$ cat src/rtl/alu_arb.sv
// Two-requester arbiter in front of one shared, purely combinational ALU.
// Latency: request accepted in cycle N, RSP_VALID/RSP_DATA in cycle N+2, next accept at N+3 at the earliest.
// Backpressure: READY is asserted only in IDLE, for at most one requester; responses cannot be stalled.
//
// Ports:
//   CLK, RST_N               clock, asynchronous active-low reset
//   REQn_VALID/READY         per-requester handshake (n = 0,1); READY is combinational
//   REQn_OP, REQn_A, REQn_B  per-requester opcode and operands
//   ALU_OP, ALU_A, ALU_B     registered drive to the shared ALU
//   ALU_OUT                  combinational result returned by the shared ALU
//   RSP_VALID                one-hot response strobe, bit n = result belongs to requester n
//   RSP_DATA                 registered ALU result
//   BUSY                     high whenever the FSM is not IDLE
//
// Build option: define ALU_ARB_FIXED_PRIO_EN for fixed priority (requester 0 wins
// every tie). Left undefined, ties are resolved round-robin.
module alu_arb #(
   parameter int WIDTH = 16
) (
   input  logic             CLK,
   input  logic             RST_N,
   input  logic             REQ0_VALID,
   input  logic             REQ1_VALID,
   output logic             REQ0_READY,
   output logic             REQ1_READY,
   input  logic [2:0]       REQ0_OP,
   input  logic [2:0]       REQ1_OP,
   input  logic [WIDTH-1:0] REQ0_A,
   input  logic [WIDTH-1:0] REQ0_B,
   input  logic [WIDTH-1:0] REQ1_A,
   input  logic [WIDTH-1:0] REQ1_B,
   output logic [2:0]       ALU_OP,
   output logic [WIDTH-1:0] ALU_A,
   output logic [WIDTH-1:0] ALU_B,
   input  logic [WIDTH-1:0] ALU_OUT,
   output logic [1:0]       RSP_VALID,
   output logic [WIDTH-1:0] RSP_DATA,
   output logic             BUSY
);

   typedef enum logic [1:0] {
      IDLE  = 2'd0,
      ISSUE = 2'd1,
      RESP  = 2'd2
   } state_t;

   state_t r_state;
   state_t w_next;
   logic   r_grant;   // requester owning the transaction in flight
   logic   w_accept;  // a handshake completes this cycle
   logic   w_sel;     // requester chosen this cycle (valid only with w_accept)

`ifndef ALU_ARB_FIXED_PRIO_EN
   // Round-robin pointer; resets to 1 so requester 0 takes the first tie.
   logic   r_last;
`endif

   // Next state, arbitration and handshake outputs.
   always_comb begin
      w_next     = r_state;
      w_accept   = 1'b0;
      w_sel      = 1'b0;
      REQ0_READY = 1'b0;
      REQ1_READY = 1'b0;
      RSP_VALID  = 2'b00;
      case (r_state)
         IDLE: begin
            // READY is also masked by RST_N so nothing is acknowledged while reset is held.
            if (RST_N && (REQ0_VALID || REQ1_VALID)) begin
               w_accept = 1'b1;
               if (REQ0_VALID && REQ1_VALID) begin
`ifdef ALU_ARB_FIXED_PRIO_EN
                  w_sel = 1'b0;
`else
                  w_sel = ~r_last;
`endif
               end else begin
                  w_sel = REQ1_VALID;
               end
               REQ0_READY = ~w_sel;
               REQ1_READY = w_sel;
               w_next     = ISSUE;
            end
         end
         ISSUE: begin
            w_next = RESP;
         end
         RESP: begin
            RSP_VALID[r_grant] = 1'b1;
            w_next             = IDLE;
         end
         default: begin
            w_next = IDLE;
         end
      endcase
   end

   assign BUSY = (r_state != IDLE);

   always_ff @(posedge CLK or negedge RST_N) begin
      if (!RST_N) begin
         r_state <= IDLE;
      end else begin
         r_state <= w_next;
      end
   end

   // Operand capture on acceptance; held until the next acceptance.
   always_ff @(posedge CLK or negedge RST_N) begin
      if (!RST_N) begin
         ALU_OP  <= 3'd0;
         ALU_A   <= '0;
         ALU_B   <= '0;
         r_grant <= 1'b0;
      end else if (w_accept) begin
         ALU_OP  <= w_sel ? REQ1_OP : REQ0_OP;
         ALU_A   <= w_sel ? REQ1_A  : REQ0_A;
         ALU_B   <= w_sel ? REQ1_B  : REQ0_B;
         r_grant <= w_sel;
      end
   end

`ifndef ALU_ARB_FIXED_PRIO_EN
   // The pointer flips on every acceptance, including uncontested ones.
   always_ff @(posedge CLK or negedge RST_N) begin
      if (!RST_N) begin
         r_last <= 1'b1;
      end else if (w_accept) begin
         r_last <= ~r_last;
      end
   end
`endif

   // Result capture one cycle after issue; held until the next capture.
   always_ff @(posedge CLK or negedge RST_N) begin
      if (!RST_N) begin
         RSP_DATA <= '0;
      end else if (r_state == ISSUE) begin
         RSP_DATA <= ALU_OUT;
      end
   end

endmodule

$ cat config.mk
export PLATFORM = sky130hd
export DESIGN_NAME = alu_arb
export DESIGN_NICKNAME = d
export VERILOG_FILES = /design/src/rtl/alu_arb.sv
export SDC_FILE = /design/constraint.sdc
export NUM_CORES = 1
export LEC_CHECK = 0
export ABC_CLOCK_PERIOD_IN_PS = 2060
export BUFFER_PORTS_ARGS = -buffer_cell sky130_fd_sc_hd__buf_2
export CORE_AREA = 2 2 81 83
export DETAILED_ROUTE_END_ITERATION = 16
export DIE_AREA = 0 0 83 85
export PLACE_DENSITY = 0.86
export REMOVE_ABC_BUFFERS = 1
export SLEW_MARGIN = 5
export SYNTH_ARGS = -nofsm -noshare
export SYNTH_HDL_FRONTEND = slang
export SYNTH_SLANG_ARGS = --single-unit
$ cat constraint.sdc
create_clock -name CLK -period 2.06 [get_ports CLK]
set_input_delay 0.103 -clock CLK [delete_from_list [all_inputs] [get_ports CLK]]
set_output_delay 0.103 -clock CLK [all_outputs]
set_load 0.03 [all_outputs]
==> impl_metrics.ini <==
[yosys]
netlist_top_cells_area = dfrtp_1 51%, a221o_1 13%, nor3_2 11%
synthesis.area_per_instance_um2 = 12.3
ys_seq_area_frac = 0.523
total_of_flip_flops_plus_latches_after_synthesis = 55
mappedNetlistArea_um2 = 2630
synth_cell_type_count = 22
yosysTopAreaCell = dfrtp_1
yosysWarnings = 0
post-synth-top-area-fraction = 0.513
synthesis.instances = 214

[flow_run]
drv.max_cap_violation_count = 0

[critical_path]
cp-end-kind = output pin
crit_path_start_kind = input pin
worstPathMaxFanout = 4
worst_ep_required_time_ns = 1.96
worstPathArrival_ns = 1.72
path_class = in2out

[sta]
final.hold.worst_slack_ns = 0.0267
final_hold_viol_count = 0
finalClockSkew_ns = 0.00447
unrepaired_setup_endpoints_after_global_routing = false
max_freq_ghz = 0.548
final_ws_setup_ns = 0.234
finalSetupViolCount = 0
fin_tns_setup_ns = 0
timing.final.crit_share = 0.886
fin_max_slew_vios = 0
worst_slew_margin_relative_to_its_limit = 0.469
post-route-min-period_ns = 1.83
tightestPinTransition_ns = 0.796

[pwr]
power_leakage_nw = 1.75
power.share.switching = 0.423
power.sequential.fraction = 0.410
design_power_total_mw = 3.94
total_internal_power_mw = 2.28
power.net_switching_mw = 1.67
power_density_nw_per_um2 = 1130
vdd.ir_drop.worst_mv = 0.594
clock_power_share = 0.142
share_of_power_burned_in_combinational_logic = 0.448

[cells_and_area]
most_common_library_cell_in_the_layout_ignoring_fill_and_taps = buf_2
synthToLayoutAreaGrowth_pct = 32.3
layout_common_cells = 145 x buf_2, 54 x dfrtp_1, 36 x nand2_1
antenna_cells = 0
final_design_area_no_fill_um2 = 3480
final_layout_size_suffix_gt1_frac = 0.604
utilization_after_layout = 0.561
nets = 445
final-instance-count-excl-fill = 433

[placed_design]
globalplace.congestion = 0.727
hpwl_um = 4790
placed_cell_area_um2 = 3390
io_buffer_count = 145
total_instance_count_after_detailed_placement = 424
worst_setup_timing_slack_at_the_placement_stage_ns = 0.344

[outcome]
status = completed

[clock_tree]
cts_setup_buffers = 0
worstSkewPairLatency_ns = 0.30
cts.sink_count = 55
cts-root-to-sink-buffers = 2
cts-hold-fix-buffers = 1
worst_setup_hold_path_clk_slew_ns = 0.09
cts_tree = built
cts_max_level = 2
clockRootBuffer = clkbuf_8
cts-buffers-inserted = 5
post_cts.resized_instances = 0

[detailed_routing]
detail-route-antenna-nets = 0
drcViolationCount = 0
detailed_route_wire_length_per_cell_um = 14.8
drt_via_density = 5.13
drtPass1Iterations = 4
detail_route.iter0.violations = 86
routed_wirelength_um = 6400
dr_total_vias = 2223

[floorplan]
start_util = 0.424
die-width_um = 83
die_height_um = 85
fp-row-count = 29
dieArea_um2 = 7060
pin_count = 146
core-area_um2 = 6200

[grt]
number_of_antenna_violations_at_the_first_check_in_global_routing = 1
track_usage = 0.184
grt_start_max_net_pins = 39
first_global_vias = 2140
global_route_wire_length_before_repair_um = 10500
grt_overflow_total = 0

[worst_hold_path]
hold_class = in2reg
## power by group through the flow
stage                     clock network [mW]  logic [mW]  registers (mW)
final                                  0.558        1.77            1.62
after global routing                   0.630        1.88            1.66
after CTS                              0.581        1.79            1.62
after detailed placement                   0        1.80            1.62
after global placement                     0        1.75            1.62
after floorplan                            0       0.531            2.25
## layout make-up
cell class,count,area (um^2)
Fill cell,555,2720
Sequential cell,55,1380
Multi-Input combinational cell,134,1090
Timing Repair Buffer,156,823
Tap cell,77,96.3
Clock buffer,5,68.8
Clock inverter,3,15.0
Inverter,3,11.3
## cell families after synthesis
family	share of synthesized area
buffers and inverters	0.0670
muxes	0.0684
AOI/OAI and AO/OA	0.137
xor gates and xnor gates	0.00333
DFF	0.523
and+or+nand+nor	0.201
## sequential cells by signal (all words and copies together), names as in the netlist
name      count
ALU_B        16
r_grant       1
ALU_A        16
r_last        1
RSP_DATA     16
ALU_OP        3
r_state       2
## final timing paths
| check | startpoint | end | slack [ns] | depth (start not counted) |
|---|---|---|---|---|
| setup / recovery | RST_N | REQ0_READY | 0.23 | 5 |
| hold / removal | REQ1_A[8] | ALU_A[8]$_DFFE_PN0P_ | 0.03 | 2 |
| setup reg to reg | r_state[0]$_DFFE_PN0P_ | ALU_B[8]$_DFFE_PN0P_ | 0.33 | 4 |
| hold reg to reg | RSP_DATA[0]$_DFFE_PN0N_ | RSP_DATA[0]$_DFFE_PN0N_ | 0.51 | 1 |
| max in group asynchronous | RST_N | r_last$_DFFE_PN1P_ | 1.23 | 3 |
| min in group asynchronous | RST_N | r_state[1]$_DFFE_PN0P_ | 0.36 | 3 |
## Yosys cell counts
cell type,number
nor3_1,6
nor3b_2,2
nand2b_1,1
mux2_2,16
a221o_1,35
dfrtp_1,54
o21ai_1,1
dfstp_2,1
buf_2,9
clkbuf_1,4
or2_2,1
and3_1,1
nand2_1,36
a21oi_1,1
nor2b_1,1
or3b_1,1
inv_1,3
nor3b_1,2
buf_8,1
buf_6,8
xnor2_1,1
nor3_2,29
## worst max-delay path: stages
cell	delay, ns
dlygate4sd3_1	0.54
buf_2	0.15
or3b_2	0.48
nor3b_2	0.22
buf_2	0.24
## layer usage
| layer | wire length [um] | vias up | track usage |
|---|---|---|---|
| li1 | - | 1068 | - |
| met1 | 2820 | 1051 | 0.245 |
| met2 | 3110 | 95 | 0.312 |
| met3 | 413 | 7 | 0.0418 |
| met4 | 46 | 2 | 0.0373 |
| met5 | 13 | - | 0 |
(Power assumes the default switching activity.)
